### src/rtl/axi_lite_adder_master.sv
// rtl/axi_lite_adder_master.sv - AXI4-Lite master: writes op_a/op_b to an adder slave, reads back the sum
// Optional watchdog enabled by defining ADDER_MASTER_TIMEOUT_EN.
module axi_lite_adder_master #(
  parameter int ADDR_WIDTH = 4,
  parameter int DATA_WIDTH = 32,
  parameter logic [ADDR_WIDTH-1:0] OPA_ADDR = 'h0,
  parameter logic [ADDR_WIDTH-1:0] OPB_ADDR = 'h4,
  parameter logic [ADDR_WIDTH-1:0] RES_ADDR = 'h8,
  parameter int TIMEOUT_CYCLES = 255
) (
  input  logic                      M_AXI_ACLK,
  input  logic                      M_AXI_ARESETN,
  input  logic                      start,
  input  logic [DATA_WIDTH-1:0]     op_a,
  input  logic [DATA_WIDTH-1:0]     op_b,
  output logic                      busy,
  output logic                      done,
  output logic [DATA_WIDTH-1:0]     result,
  output logic                      error,
  output logic [ADDR_WIDTH-1:0]     M_AXI_AWADDR,
  output logic                      M_AXI_AWVALID,
  input  logic                      M_AXI_AWREADY,
  output logic [DATA_WIDTH-1:0]     M_AXI_WDATA,
  output logic [DATA_WIDTH/8-1:0]   M_AXI_WSTRB,
  output logic                      M_AXI_WVALID,
  input  logic                      M_AXI_WREADY,
  input  logic [1:0]                M_AXI_BRESP,
  input  logic                      M_AXI_BVALID,
  output logic                      M_AXI_BREADY,
  output logic [ADDR_WIDTH-1:0]     M_AXI_ARADDR,
  output logic                      M_AXI_ARVALID,
  input  logic                      M_AXI_ARREADY,
  input  logic [DATA_WIDTH-1:0]     M_AXI_RDATA,
  input  logic [1:0]                M_AXI_RRESP,
  input  logic                      M_AXI_RVALID,
  output logic                      M_AXI_RREADY
);

  typedef enum logic [2:0] {IDLE, WRITE, WRESP, RADDR, RDATA, DONE} state_t;

  state_t                state;
  logic [DATA_WIDTH-1:0] opb_q;
  logic [DATA_WIDTH-1:0] rdata_q;
  logic                  second_write;
  logic                  aw_done;
  logic                  w_done;
  logic                  aw_fin;
  logic                  w_fin;

  assign M_AXI_WSTRB = '1;

  // A channel counts as finished if it completed earlier or is completing on this edge.
  assign aw_fin = aw_done | (M_AXI_AWVALID & M_AXI_AWREADY);
  assign w_fin  = w_done  | (M_AXI_WVALID  & M_AXI_WREADY);

`ifdef ADDER_MASTER_TIMEOUT_EN
  localparam int CW = $clog2(TIMEOUT_CYCLES + 1);
  localparam logic [CW-1:0] LAST_CYCLE = CW'(TIMEOUT_CYCLES - 1);

  state_t          prev_state;
  logic [CW-1:0]   wait_cnt;
  logic [CW-1:0]   cnt_cur;
  logic            waiting;
  logic            timeout_hit;

  // wait_cnt holds the cycles already spent in the current state; a state change restarts it.
  assign waiting     = state inside {WRITE, WRESP, RADDR, RDATA};
  assign cnt_cur     = (state == prev_state) ? wait_cnt : '0;
  assign timeout_hit = waiting && (cnt_cur == LAST_CYCLE);

  always_ff @(posedge M_AXI_ACLK or negedge M_AXI_ARESETN) begin
    if (!M_AXI_ARESETN) begin
      prev_state <= IDLE;
      wait_cnt   <= '0;
    end else begin
      prev_state <= state;
      wait_cnt   <= waiting ? cnt_cur + CW'(1) : '0;
    end
  end
`else
  if (TIMEOUT_CYCLES > 0) begin : g_no_watchdog
  end
`endif

  always_ff @(posedge M_AXI_ACLK or negedge M_AXI_ARESETN) begin
    if (!M_AXI_ARESETN) begin
      state         <= IDLE;
      busy          <= 1'b0;
      done          <= 1'b0;
      error         <= 1'b0;
      result        <= '0;
      opb_q         <= '0;
      rdata_q       <= '0;
      second_write  <= 1'b0;
      aw_done       <= 1'b0;
      w_done        <= 1'b0;
      M_AXI_AWADDR  <= '0;
      M_AXI_AWVALID <= 1'b0;
      M_AXI_WDATA   <= '0;
      M_AXI_WVALID  <= 1'b0;
      M_AXI_BREADY  <= 1'b0;
      M_AXI_ARADDR  <= '0;
      M_AXI_ARVALID <= 1'b0;
      M_AXI_RREADY  <= 1'b0;
    end else begin
`ifdef ADDER_MASTER_TIMEOUT_EN
      if (timeout_hit) begin
        M_AXI_AWVALID <= 1'b0;
        M_AXI_WVALID  <= 1'b0;
        M_AXI_BREADY  <= 1'b0;
        M_AXI_ARVALID <= 1'b0;
        M_AXI_RREADY  <= 1'b0;
        aw_done       <= 1'b0;
        w_done        <= 1'b0;
        error         <= 1'b1;
        rdata_q       <= result;  // keeps result unchanged when DONE publishes rdata_q
        state         <= DONE;
      end else
`endif
      case (state)
        IDLE: begin
          done <= 1'b0;
          if (start) begin
            opb_q         <= op_b;
            error         <= 1'b0;
            busy          <= 1'b1;
            second_write  <= 1'b0;
            M_AXI_AWADDR  <= OPA_ADDR;
            M_AXI_WDATA   <= op_a;
            M_AXI_AWVALID <= 1'b1;
            M_AXI_WVALID  <= 1'b1;
            state         <= WRITE;
          end
        end
        WRITE: begin
          if (M_AXI_AWVALID && M_AXI_AWREADY) M_AXI_AWVALID <= 1'b0;
          if (M_AXI_WVALID && M_AXI_WREADY)   M_AXI_WVALID  <= 1'b0;
          if (aw_fin && w_fin) begin
            aw_done      <= 1'b0;
            w_done       <= 1'b0;
            M_AXI_BREADY <= 1'b1;
            state        <= WRESP;
          end else begin
            aw_done <= aw_fin;
            w_done  <= w_fin;
          end
        end
        WRESP: begin
          if (M_AXI_BVALID) begin
            M_AXI_BREADY <= 1'b0;
            if (M_AXI_BRESP != 2'b00) error <= 1'b1;
            if (!second_write) begin
              second_write  <= 1'b1;
              M_AXI_AWADDR  <= OPB_ADDR;
              M_AXI_WDATA   <= opb_q;
              M_AXI_AWVALID <= 1'b1;
              M_AXI_WVALID  <= 1'b1;
              state         <= WRITE;
            end else begin
              M_AXI_ARADDR  <= RES_ADDR;
              M_AXI_ARVALID <= 1'b1;
              state         <= RADDR;
            end
          end
        end
        RADDR: begin
          if (M_AXI_ARREADY) begin
            M_AXI_ARVALID <= 1'b0;
            M_AXI_RREADY  <= 1'b1;
            state         <= RDATA;
          end
        end
        RDATA: begin
          if (M_AXI_RVALID) begin
            M_AXI_RREADY <= 1'b0;
            rdata_q      <= M_AXI_RDATA;
            if (M_AXI_RRESP != 2'b00) error <= 1'b1;
            state        <= DONE;
          end
        end
        DONE: begin
          done   <= 1'b1;
          busy   <= 1'b0;
          result <= rdata_q;
          state  <= IDLE;
        end
        default: state <= IDLE;
      endcase
    end
  end

endmodule

### config.mk
export PLATFORM = sky130hd
export DESIGN_NAME = axi_lite_adder_master
export DESIGN_NICKNAME = d
export VERILOG_FILES = /design/src/rtl/axi_lite_adder_master.sv
export SDC_FILE = /design/constraint.sdc
export NUM_CORES = 1
export LEC_CHECK = 0
export CAP_MARGIN = 5
export CORE_ASPECT_RATIO = 1.5
export CORE_UTILIZATION = 25
export DETAILED_ROUTE_END_ITERATION = 10
export SKIP_CTS_REPAIR_TIMING = 1
export SKIP_LAST_GASP = 1
export SLEW_MARGIN = 5
export SYNTH_ARGS = -nofsm -noshare
export SYNTH_HDL_FRONTEND = slang
export SYNTH_SLANG_ARGS = --single-unit
### constraint.sdc
create_clock -name M_AXI_ACLK -period 1.75 [get_ports M_AXI_ACLK]
set_input_delay 0.2625 -clock M_AXI_ACLK [delete_from_list [all_inputs] [get_ports M_AXI_ACLK]]
set_output_delay 0.2625 -clock M_AXI_ACLK [all_outputs]
set_load 0.01 [all_outputs]
**After elaboration in Yosys (flattened, before gate mapping)**

Index checks and enable logic that the tools add are counted.

- Word-level logic and storage cells: 108
- Register bits: 147
- Input bits: 108

- Bitwise gates (word level): 4
- Mux-type cells: 44
- Reduce and logical (&&, ||, !) cells: 26
- Eq/ne operators: 16

Operators with widths:

| operator | count |
|---|---|
| 32-bit two-way mux | 3 |
| 32-bit case mux with 2 select lines | 1 |
| 2-bit != test (second input constant) | 11 |
| 1-bit two-way mux | 20 |
| 3-bit two-way mux | 5 |
| 3-bit case mux with 5 select lines | 1 |
| 5-bit AND reduction | 3 |
| 2-bit nonzero test | 7 |
| 4-bit two-way mux | 3 |
| 1-bit case mux with 2 select lines | 6 |
| 3-bit AND reduction | 4 |
| 1-bit case mux with 3 select lines | 3 |
| 4-bit case mux with 2 select lines | 1 |
| 4-bit AND reduction | 2 |
| 3-bit by 2-bit == test with 1-bit output (second input constant) | 2 |
| 3-bit == test (second input constant) | 2 |
| 2-bit AND reduction | 3 |
| 6-bit AND reduction | 1 |
| 3-bit nonzero test | 2 |
| 3-bit by 1-bit == test with 1-bit output (second input constant) | 1 |
| 1-bit logical AND | 3 |
| 3-bit zero test | 1 |
| 1-bit AND | 2 |
| 2-bit two-way mux | 1 |
| 1-bit OR | 2 |

**Longest topological paths before layout**

Gate-level depths: netlist of the first run.

- Word-level depth: 5
- Mapped depth: 7

**Worst setup path after synthesis of the first run**

No wires, ideal clock.

- Kind: reg2reg
- Start: register state[1]
- End: register opb_q[10]
- Cell stages (with the launch flop): 7
- Arrival: 1.377 ns
- Period minus slack after synthesis: 1.502 ns
- Path buffers: 3
- Setup slack: 0.248 ns
- Library setup time: 0.125 ns
- Cells stage by stage: dfrtp_1 -> buf_4 -> nor2b_4 -> and2_1 -> buf_6 -> buf_6 -> mux2_4

- Word-level cells in the longest chain between the ends: 2

RTL lines:

| element | line | RTL |
|---|---|---|
| from (decl) | 41 | `state_t state;` |
| from (signal assigned) | 87 | `state <= IDLE;` |
| from (signal assigned) | 132 | `state <= WRITE;` |
| from (signal assigned) | 142 | `state <= WRESP;` |
| 3-bit zero test | 120 | `case (state)` |
| 2-bit AND reduction (no source line) | - |  |
| to (signal assigned) | 124 | `opb_q <= op_b;` |
| to (decl) | 42 | `logic [DATA_WIDTH-1:0] opb_q;` |

No other way between the ends.
A chain may end at the register's enable or synchronous reset.

**Worst setup path in the final report of the first run**

- Start: register state[2]
- End: register rdata_q[7]

- Word-level cells in the longest chain between the ends: 2

RTL lines:

| element | line | RTL |
|---|---|---|
| 3-bit == test | 120 |  |
| 2-bit AND reduction (no source line) | - |  |
| to (signal assigned) | 93 | `rdata_q <= '0;` |
| to (signal assigned) | 176 | `rdata_q <= M_AXI_RDATA;` |
| to (decl) | 43 | `logic [DATA_WIDTH-1:0] rdata_q;` |

No other way between the ends.

==> impl_results.html, run 1 <==
<table>
<tr><th>Metric</th><th>Value</th></tr>
<tr><th colspan="2">Run status</th></tr>
<tr><td>Result of the run</td><td>finished clean</td></tr>
<tr><th colspan="2">Power</th></tr>
<tr><td>Peak supply drop</td><td>around 0.68 mV</td></tr>
<tr><td>Switching power as a share of total power</td><td>0.289</td></tr>
<tr><td>Part of the total power dissipated in the clock network</td><td>0.267</td></tr>
<tr><td>Pwr Density</td><td>1780 nW/µm²</td></tr>
<tr><td>Total Power Consumption</td><td>16.3 mW</td></tr>
<tr><td>Relative contribution of sequential cells to total power</td><td>0.360</td></tr>
<tr><td>Gate power share</td><td>0.373</td></tr>
<tr><td>Leakage power summed over all cells</td><td>3.98 nW</td></tr>
<tr><td>Total internal power</td><td>11.6 mW</td></tr>
<tr><td>Switching power</td><td>4.71 mW</td></tr>
<tr><th colspan="2">Place</th></tr>
<tr><td>Port Buffer Count</td><td>approximately 180</td></tr>
<tr><td>Final weighted congestion of routability-driven global placement</td><td>0.776</td></tr>
<tr><td>Worst setup timing slack at the placement stage</td><td>-202 ps</td></tr>
<tr><td>Hpwl dp</td><td>10300 µm</td></tr>
<tr><th colspan="2">STA</th></tr>
<tr><td>Total count of max-transition violations in the final report</td><td>0</td></tr>
<tr><td>Final critical-path required period</td><td>1660 ps</td></tr>
<tr><td>Unrepaired setup endpoints after global routing</td><td>no</td></tr>
<tr><td>Worst-case clock skew</td><td>7.75 ps</td></tr>
<tr><td># setup viols final</td><td>0</td></tr>
<tr><td>Worst-case setup margin in the final layout</td><td>91.7 ps</td></tr>
<tr><td>Final clock period utilization by the worst path</td><td>0.948</td></tr>
<tr><td>Achievable clock frequency</td><td>about 0.60 GHz</td></tr>
<tr><td>Hold Fails Final Rpt</td><td>0</td></tr>
<tr><th colspan="2">Critical path</th></tr>
<tr><td>Slowest cell on crit path</td><td>dfrtp_1</td></tr>
<tr><td>Worst Path Buf+Inv</td><td>2</td></tr>
<tr><td>Ordered list of cells on the worst path</td><td>inv_1, nor3_4, buf_12, mux2_2</td></tr>
<tr><td>Worst-path fanout max</td><td>32</td></tr>
<tr><td>Signal arrival time at the worst endpoint</td><td>between 1500 and 2000 ps</td></tr>
<tr><td>Critical path class</td><td>reg2reg</td></tr>
<tr><td>Setup crit end kind</td><td>register</td></tr>
<tr><td>Path length in cells of the critical path</td><td>4</td></tr>
<tr><td>Largest delay contributor family on the critical path</td><td>flip-flops</td></tr>
<tr><td>Crit path required time</td><td>2050 ps</td></tr>
<tr><td>Longest individual stage delay on the worst path</td><td>520 ps</td></tr>
<tr><td>Worst Setup Start Kind</td><td>register</td></tr>
<tr><td>Number of cells on the worst reg-to-reg path</td><td>4</td></tr>
<tr><th colspan="2">Routing</th></tr>
<tr><td>Routed WL</td><td>14700 µm</td></tr>
<tr><td>ANT nets after route</td><td>0</td></tr>
<tr><td>DRC marker count from the first detailed-route iteration</td><td>roughly 100</td></tr>
<tr><td>Number of vias per cell after detailed routing</td><td>4.16</td></tr>
<tr><td>Routed length per instance</td><td>15.0 µm</td></tr>
<tr><td>Vias after detailed routing</td><td>4062</td></tr>
<tr><td>First drt pass iteration count</td><td>4</td></tr>
<tr><td>DR DRC count</td><td>0</td></tr>
<tr><th colspan="2">Clock network</th></tr>
<tr><td>CTS max path bufs</td><td>2</td></tr>
<tr><td>Clk pin slew, worst setup/hold paths</td><td>roughly 60 ps</td></tr>
<tr><td>Clock tree from TritonCTS</td><td>yes</td></tr>
<tr><td>CTS root buffer</td><td>clkbuf_16</td></tr>
<tr><td>Later-pin clock latency in the skew report</td><td>~420 ps</td></tr>
<tr><td>Depth of the CTS H-tree</td><td>4</td></tr>
<tr><td>TritonCTS sink count</td><td>144</td></tr>
<tr><td>Clock buffer count from CTS</td><td>17</td></tr>
<tr><th colspan="2">Final layout</th></tr>
<tr><td>Share of cells above drive strength 1</td><td>0.252</td></tr>
<tr><td>Sequential cell area</td><td>3600 µm²</td></tr>
<tr><td>Fill cells</td><td>2316</td></tr>
<tr><td>Final nets</td><td>between 700 and 800</td></tr>
<tr><td>Multi-input combinational cell area</td><td>2320 µm²</td></tr>
<tr><td>Count of antenna diodes in the layout</td><td>0</td></tr>
<tr><td>Final Util</td><td>0.376</td></tr>
<tr><td>Layout area overhead</td><td>46.8%</td></tr>
<tr><th colspan="2">Logic synthesis</th></tr>
<tr><td>Most common flop cell mapped by yosys</td><td>dfrtp_1</td></tr>
<tr><td>Mean area per synthesized cell</td><td>about 14 µm²</td></tr>
<tr><td>Proportion of register bits with asynchronous set or reset after synthesis</td><td>1.00</td></tr>
<tr><td>Post-synthesis instance area</td><td>6250 µm²</td></tr>
<tr><td>Fraction of the yosys area taken by sequential cells</td><td>0.576</td></tr>
<tr><td>Post-synth EDFFs</td><td>0</td></tr>
<tr><td>Synthesized netlist cell count</td><td>439</td></tr>
<tr><td>Yosys cell types</td><td>43</td></tr>
<tr><td>Number of warning messages in the yosys log</td><td>0</td></tr>
<tr><td>Number of synthesized register bits</td><td>144</td></tr>
<tr><th colspan="2">Die</th></tr>
<tr><td>DIE WIDTH</td><td>131 µm</td></tr>
<tr><td>Die footprint</td><td>between 20000 and 30000 µm²</td></tr>
<tr><td>Count of standard-cell rows</td><td>70</td></tr>
<tr><td>Die extent in y</td><td>196 µm</td></tr>
<tr><td>Number of top-level design ports</td><td>192</td></tr>
<tr><td>Core area</td><td>around 24000 µm²</td></tr>
<tr><td>Starting Density</td><td>0.256</td></tr>
<tr><th colspan="2">Global routing</th></tr>
<tr><td>Total GRT Usage</td><td>0.123</td></tr>
<tr><td>Pin count of the biggest net entering global routing</td><td>56</td></tr>
<tr><td>Overflow left after global routing</td><td>0</td></tr>
<tr><td>Wire length of the first global-routing pass</td><td>23900 µm</td></tr>
<tr><td>Number of antenna violations at the first check in global routing</td><td>0</td></tr>
<tr><td>Vias in the first global route</td><td>4279</td></tr>
<tr><th colspan="2">Job</th></tr>
<tr><td>Max-cap viol count</td><td>0</td></tr>
<tr><th colspan="2">Min path</th></tr>
<tr><td>Min-Delay Path Class</td><td>in2async</td></tr>
</table>
## sequential cells by signal, indices dropped and copies added, names as in the netlist, 3 cells and up
| name | count |
|---|---|
| M_AXI_WDATA | 32 |
| opb_q | 32 |
| rdata_q | 32 |
| result | 32 |
| state | 3 |
## cells in the mapped netlist (2+ instances only)
cell | count | area [µm²]
a21o_1 | 2 | 15.0
a21oi_1 | 4 | 20.0
a31oi_1 | 4 | 25.0
buf_12 | 2 | 40.0
buf_4 | 12 | 90.1
buf_6 | 13 | 146
buf_8 | 3 | 45.0
clkbuf_1 | 3 | 11.3
conb_1 | 2 | 7.51
dfrtp_1 | 144 | 3600
inv_1 | 5 | 18.8
mux2_1 | 2 | 22.5
mux2_2 | 39 | 439
mux2_4 | 55 | 826
mux2i_1 | 32 | 320
nand2_1 | 41 | 154
nor2_1 | 9 | 33.8
nor3_1 | 2 | 10.0
o21ai_0 | 25 | 125
o21ai_1 | 14 | 70.1
o31ai_1 | 4 | 30.0
## power by group through the flow
stage	sequential [mW]	combinational (mW)	clock, mW
final	5.86	6.08	4.36
after global routing	6.08	6.60	4.65
after CTS	5.89	6.20	4.54
after detailed placement	5.93	6.19	0
after global placement	5.89	6.09	0
after floorplan	6.06	3.38	0
## cells in the final DEF, fill, tap and decap left out, types with 4 or more instances in the layout
cell type / netlist / layout
clkbuf_16: 0 / 17
clkinv_4: 0 / 4
mux2i_1: 32 / 32
buf_12: 2 / 8
nor2_1: 9 / 9
o21ai_1: 14 / 14
o21ai_0: 25 / 25
conb_1: 2 / 10
buf_4: 12 / 18
dfrtp_1: 144 / 144
bufinv_16: 0 / 7
clkdlybuf4s50_1: 0 / 180
a21oi_1: 4 / 4
inv_1: 5 / 5
mux2_4: 55 / 55
mux2_2: 39 / 39
nand2_1: 41 / 41
a31oi_1: 4 / 4
o31ai_1: 4 / 4
## path summary, 6_finish.rpt
check,from,endpoint,slack (ps)
worst max-delay path,state[2],rdata_q[7],90
max in group asynchronous,M_AXI_ARESETN,M_AXI_WDATA[18],830
min in group M_AXI_ACLK,M_AXI_RDATA[6],rdata_q[6],450
worst min register to register,M_AXI_WDATA[23],M_AXI_WDATA[23],480
worst min-delay path,M_AXI_ARESETN,result[1],330
worst max register to register,state[2],rdata_q[7],90
## routing by layer
layer	track usage	part of all wire	wire length, µm
met1	0.140	0.42	6120
met2	0.207	0.51	7500
met3	0.0455	0.060	879
met4	0.0484	0.013	191
met5	0	0	0
## cell families (layout without fill, tap and decap cells)
group                  after synthesis  count (layout)  synth area share
DFF                                144             144             0.576
and+or+nand+nor                     64              64            0.0492
buffers and inverters               40             245            0.0582
muxes                              128             128             0.257
AOI/OAI and AO/OA                   61              61            0.0576
other                                2              10           0.00120
## stage by stage
| stage | cell area (µm²) | setup TNS, ps | hold slack (ps) | instances |
|---|---|---|---|---|
| after floorplan | 6280 | 0 | -33.1 | 447 |
| after global placement | 8460 | -5310 | 212 | 943 |
| after detailed placement | 8460 | -6120 | 213 | 943 |
| after CTS | 9170 | 0 | -261 | 975 |
| after global routing | 9180 | 0 | 353 | 976 |
| final | 9180 | 0 | 333 | 976 |
## final cells by class
type                    instances  share of cell area
flip-flops and latches        144               0.393
multi-input cells             263               0.253
repair buffers                208               0.231
clock buffers                  19              0.0493
well taps                     324              0.0442
clock inverters                13              0.0281
inverters                       5             0.00204
Note: power is estimated with default switching activity, not from simulation.
==> run 2: changes to the inputs <==
--- a/config.mk
+++ b/config.mk
@@ -5,10 +5,13 @@
 export SDC_FILE = /design/constraint.sdc
 export NUM_CORES = 1
 export LEC_CHECK = 0
+export ABC_CLOCK_PERIOD_IN_PS = 1750
 export CAP_MARGIN = 5
 export CORE_ASPECT_RATIO = 1.5
 export CORE_UTILIZATION = 25
+export CTS_CLUSTER_DIAMETER = 200
 export DETAILED_ROUTE_END_ITERATION = 10
+export GPL_TIMING_DRIVEN = 0
 export SKIP_CTS_REPAIR_TIMING = 1
 export SKIP_LAST_GASP = 1
 export SLEW_MARGIN = 5
==> run 2 against run 1 <==
Critical path depth up 2. Die area unchanged. Non-clock buffer count up 12. Global-route usage up 0.21 points. Critical path type unchanged.
==> impl_results.html, run 2 (same netlist as run 1, synthesis figures left out) <==
<table>
<tr><th>Metric</th><th>Value</th></tr>
<tr><th colspan="2">STA</th></tr>
<tr><td>Worst Max-Slew Pin Slew</td><td>613 ps</td></tr>
<tr><td>Final clock period utilization by the worst path</td><td>0.956 (was 0.948)</td></tr>
<tr><td>Hold Fails Final Rpt</td><td>0 (unchanged)</td></tr>
<tr><td>Worst-case clock skew</td><td>9.16 ps (was 7.75 ps)</td></tr>
<tr><td># setup viols final</td><td>0 (unchanged)</td></tr>
<tr><td>Final critical-path required period</td><td>1670 ps (was 1660 ps)</td></tr>
<tr><td>Unrepaired setup endpoints after global routing</td><td>no (unchanged)</td></tr>
<tr><td>Achievable clock frequency</td><td>0.598 GHz (was 0.603 GHz)</td></tr>
<tr><td>Worst rel slew slack</td><td>0.592</td></tr>
<tr><td>Total count of max-transition violations in the final report</td><td>0 (unchanged)</td></tr>
<tr><th colspan="2">Place</th></tr>
<tr><td>Hpwl dp</td><td>10900 µm (was 10300 µm)</td></tr>
<tr><td>Port Buffer Count</td><td>181 (unchanged)</td></tr>
<tr><td>Final weighted congestion of routability-driven global placement</td><td>0.753 (was 0.776)</td></tr>
<tr><td>Cell Count Post-Placement</td><td>953 (was 943)</td></tr>
<tr><th colspan="2">Clock network</th></tr>
<tr><td>Depth of the CTS H-tree</td><td>4 (unchanged)</td></tr>
<tr><td>Later-pin clock latency in the skew report</td><td>430 ps (was 420 ps)</td></tr>
<tr><td>Clock tree from TritonCTS</td><td>yes (unchanged)</td></tr>
<tr><td>Clock buffer count from CTS</td><td>17 (unchanged)</td></tr>
<tr><td>CTS root buffer</td><td>clkbuf_16 (unchanged)</td></tr>
<tr><td>Clk pin slew, worst setup/hold paths</td><td>60 ps (about the same)</td></tr>
<tr><td>CTS max path bufs</td><td>2 (unchanged)</td></tr>
<tr><td>TritonCTS sink count</td><td>144 (unchanged)</td></tr>
<tr><th colspan="2">Routing</th></tr>
<tr><td>Routed WL</td><td>15000 µm (was 14700 µm)</td></tr>
<tr><td>ANT nets after route</td><td>0 (unchanged)</td></tr>
<tr><td>DRC marker count from the first detailed-route iteration</td><td>117 (was 99)</td></tr>
<tr><td>Number of vias per cell after detailed routing</td><td>4.11 (was 4.16)</td></tr>
<tr><td>DR DRC count</td><td>0 (unchanged)</td></tr>
<tr><td>First drt pass iteration count</td><td>4 (unchanged)</td></tr>
<tr><td>Vias after detailed routing</td><td>4059 (was 4062)</td></tr>
<tr><td>Routed length per instance</td><td>15.2 µm (was 15.0 µm)</td></tr>
<tr><th colspan="2">Final layout</th></tr>
<tr><td>Count of antenna diodes in the layout</td><td>0 (unchanged)</td></tr>
<tr><td>Layout area overhead</td><td>47.7% (was 46.8%)</td></tr>
<tr><td>Share of cells above drive strength 1</td><td>0.264 (was 0.252)</td></tr>
<tr><td>Final nets</td><td>759 (was 747)</td></tr>
<tr><td>Most common library cell in the layout ignoring fill and taps</td><td>clkdlybuf4s50_1 (unchanged)</td></tr>
<tr><td>Fill cells</td><td>2357 (was 2316)</td></tr>
<tr><td>Final Non-Filler Cells</td><td>988 (was 976)</td></tr>
<tr><td>Most used cells in the layout excluding fill and tap cells</td><td>clkdlybuf4s50_1, dfrtp_1, mux2_4, nand2_1, mux2_2 (unchanged)</td></tr>
<tr><th colspan="2">Critical path</th></tr>
<tr><td>Signal arrival time at the worst endpoint</td><td>1980 ps (was 1960 ps)</td></tr>
<tr><td>Register-to-register path setup slack</td><td>80 ps (was 90 ps)</td></tr>
<tr><td>Worst Setup Start Kind</td><td>register (unchanged)</td></tr>
<tr><td>Largest delay contributor family on the critical path</td><td>buffers and inverters (was flip-flops)</td></tr>
<tr><td>Worst Path Buf+Inv</td><td>3 (was 2)</td></tr>
<tr><td>Worst-path fanout max</td><td>10 (was 32)</td></tr>
<tr><td>Longest individual stage delay on the worst path</td><td>360 ps (was 520 ps)</td></tr>
<tr><td>Ordered list of cells on the worst path</td><td>buf_4, nand2b_4, nor3_4, buf_12, buf_6, mux2_2 (was inv_1, nor3_4, buf_12, mux2_2)</td></tr>
<tr><td>Crit path required time</td><td>2060 ps (was 2050 ps)</td></tr>
<tr><td>Critical path class</td><td>reg2reg (unchanged)</td></tr>
<tr><td>Critical R2R Capture</td><td>rdata_q[29] (was rdata_q[7])</td></tr>
<tr><td>Setup crit end kind</td><td>register (unchanged)</td></tr>
<tr><td>Slowest cell on crit path</td><td>dfrtp_1 (unchanged)</td></tr>
<tr><td>Reg-to-Reg Start</td><td>state[1] (was state[2])</td></tr>
<tr><td>Number of cells on the worst reg-to-reg path</td><td>6 (was 4)</td></tr>
<tr><th colspan="2">Global routing</th></tr>
<tr><td>Pin count of the biggest net entering global routing</td><td>79 (was 56)</td></tr>
<tr><td>Vias in the first global route</td><td>4296 (was 4279)</td></tr>
<tr><td>Total GRT Usage</td><td>0.125 (was 0.123)</td></tr>
<tr><td>Wire length of the first global-routing pass</td><td>24200 µm (was 23900 µm)</td></tr>
<tr><td>Number of antenna violations at the first check in global routing</td><td>0 (unchanged)</td></tr>
<tr><td>Overflow left after global routing</td><td>0 (unchanged)</td></tr>
<tr><th colspan="2">Power</th></tr>
<tr><td>Peak supply drop</td><td>0.694 mV (was 0.677 mV)</td></tr>
<tr><td>Pwr Density</td><td>1740 nW/µm² (was 1780 nW/µm²)</td></tr>
<tr><td>Leakage power summed over all cells</td><td>4.01 nW (was 3.98 nW)</td></tr>
<tr><td>Total Power Consumption</td><td>16.1 mW (was 16.3 mW)</td></tr>
<tr><th colspan="2">Die</th></tr>
<tr><td>Core area</td><td>24400 µm² (unchanged)</td></tr>
<tr><td>Die extent in y</td><td>196 µm (unchanged)</td></tr>
<tr><td>Number of top-level design ports</td><td>192 (unchanged)</td></tr>
<tr><td>Starting Density</td><td>0.256 (unchanged)</td></tr>
<tr><td>Die footprint</td><td>25700 µm² (unchanged)</td></tr>
<tr><td>DIE WIDTH</td><td>131 µm (unchanged)</td></tr>
<tr><td>Count of standard-cell rows</td><td>70 (unchanged)</td></tr>
<tr><th colspan="2">Run status</th></tr>
<tr><td>Result of the run</td><td>finished clean (unchanged)</td></tr>
<tr><th colspan="2">Job</th></tr>
<tr><td>Max-cap viol count</td><td>0 (unchanged)</td></tr>
<tr><th colspan="2">Min path</th></tr>
<tr><td>Min-Delay Path Class</td><td>in2async (unchanged)</td></tr>
</table>
==> run 2: stage by stage <==
stage / TNS [ps] / cell area, µm² / worst slack (ps) / utilization / hold WS, ps
after floorplan: 0 / 6280 / 248 / - / -33.1
after global placement: -846400 / 8500 / -5750 / 0.348 / 461
after detailed placement: -20970 / 8530 / -356 / 0.349 / 287
after CTS: -779 / 9180 / -61.0 / 0.376 / -181
after global routing: 0 / 9230 / 0.992 / 0.378 / 430
final: 0 / 9230 / 77.5 / 0.378 / 395
==> run 2: cell type report <==
| class | count | area [µm²] | share of cell area |
|---|---|---|---|
| flip-flops and latches | 144 | 3600 | 0.390 |
| multi-input cells | 263 | 2320 | 0.251 |
| repair buffers | 185 | 1880 | 0.204 |
| clock buffers | 18 | 439 | 0.0476 |
| well taps | 324 | 405 | 0.0439 |
| plain buffers | 35 | 355 | 0.0385 |
| clock inverters | 14 | 213 | 0.0230 |
| inverters | 5 | 18.8 | 0.00203 |
==> run 2: report_power, final <==
group          internal, mW  total [mW]  switching, mW
combinational          3.81        6.25           2.45
sequential             4.94        5.81          0.871
clock                  2.56        4.04           1.47
total                  11.3        16.1           4.79
==> run 2: worst max-delay path by stage <==
stage	depth (start not counted)	slack, ps	endpoint	startpoint
global placement	1	-5750	opb_q[6]	M_AXI_ARESETN
detailed placement	5	-360	M_AXI_WDATA[15]	M_AXI_BVALID
CTS	5	-60	M_AXI_WDATA[15]	state[1]
global route	6	1	opb_q[28]	state[1]
finish	6	80	rdata_q[29]	state[1]
floorplan	6	250	opb_q[10]	state[1]
==> run 2: metal layers <==
layer | global-route usage | wire length [µm] | vias up
li1 | - | - | 1943
met1 | 0.148 | 6350 | 1951
met2 | 0.202 | 7420 | 146
met3 | 0.0426 | 993 | 19
met4 | 0.0580 | 290 | 0
met5 | 0 | 0 | -
==> run 2: worst reg2reg max path, stage by stage, from the launching register on <==
cell and delay, ps:
dfrtp_1 360, buf_4 170, nand2b_4 170, nor3_4 220
buf_12 140, buf_6 160, mux2_2 340
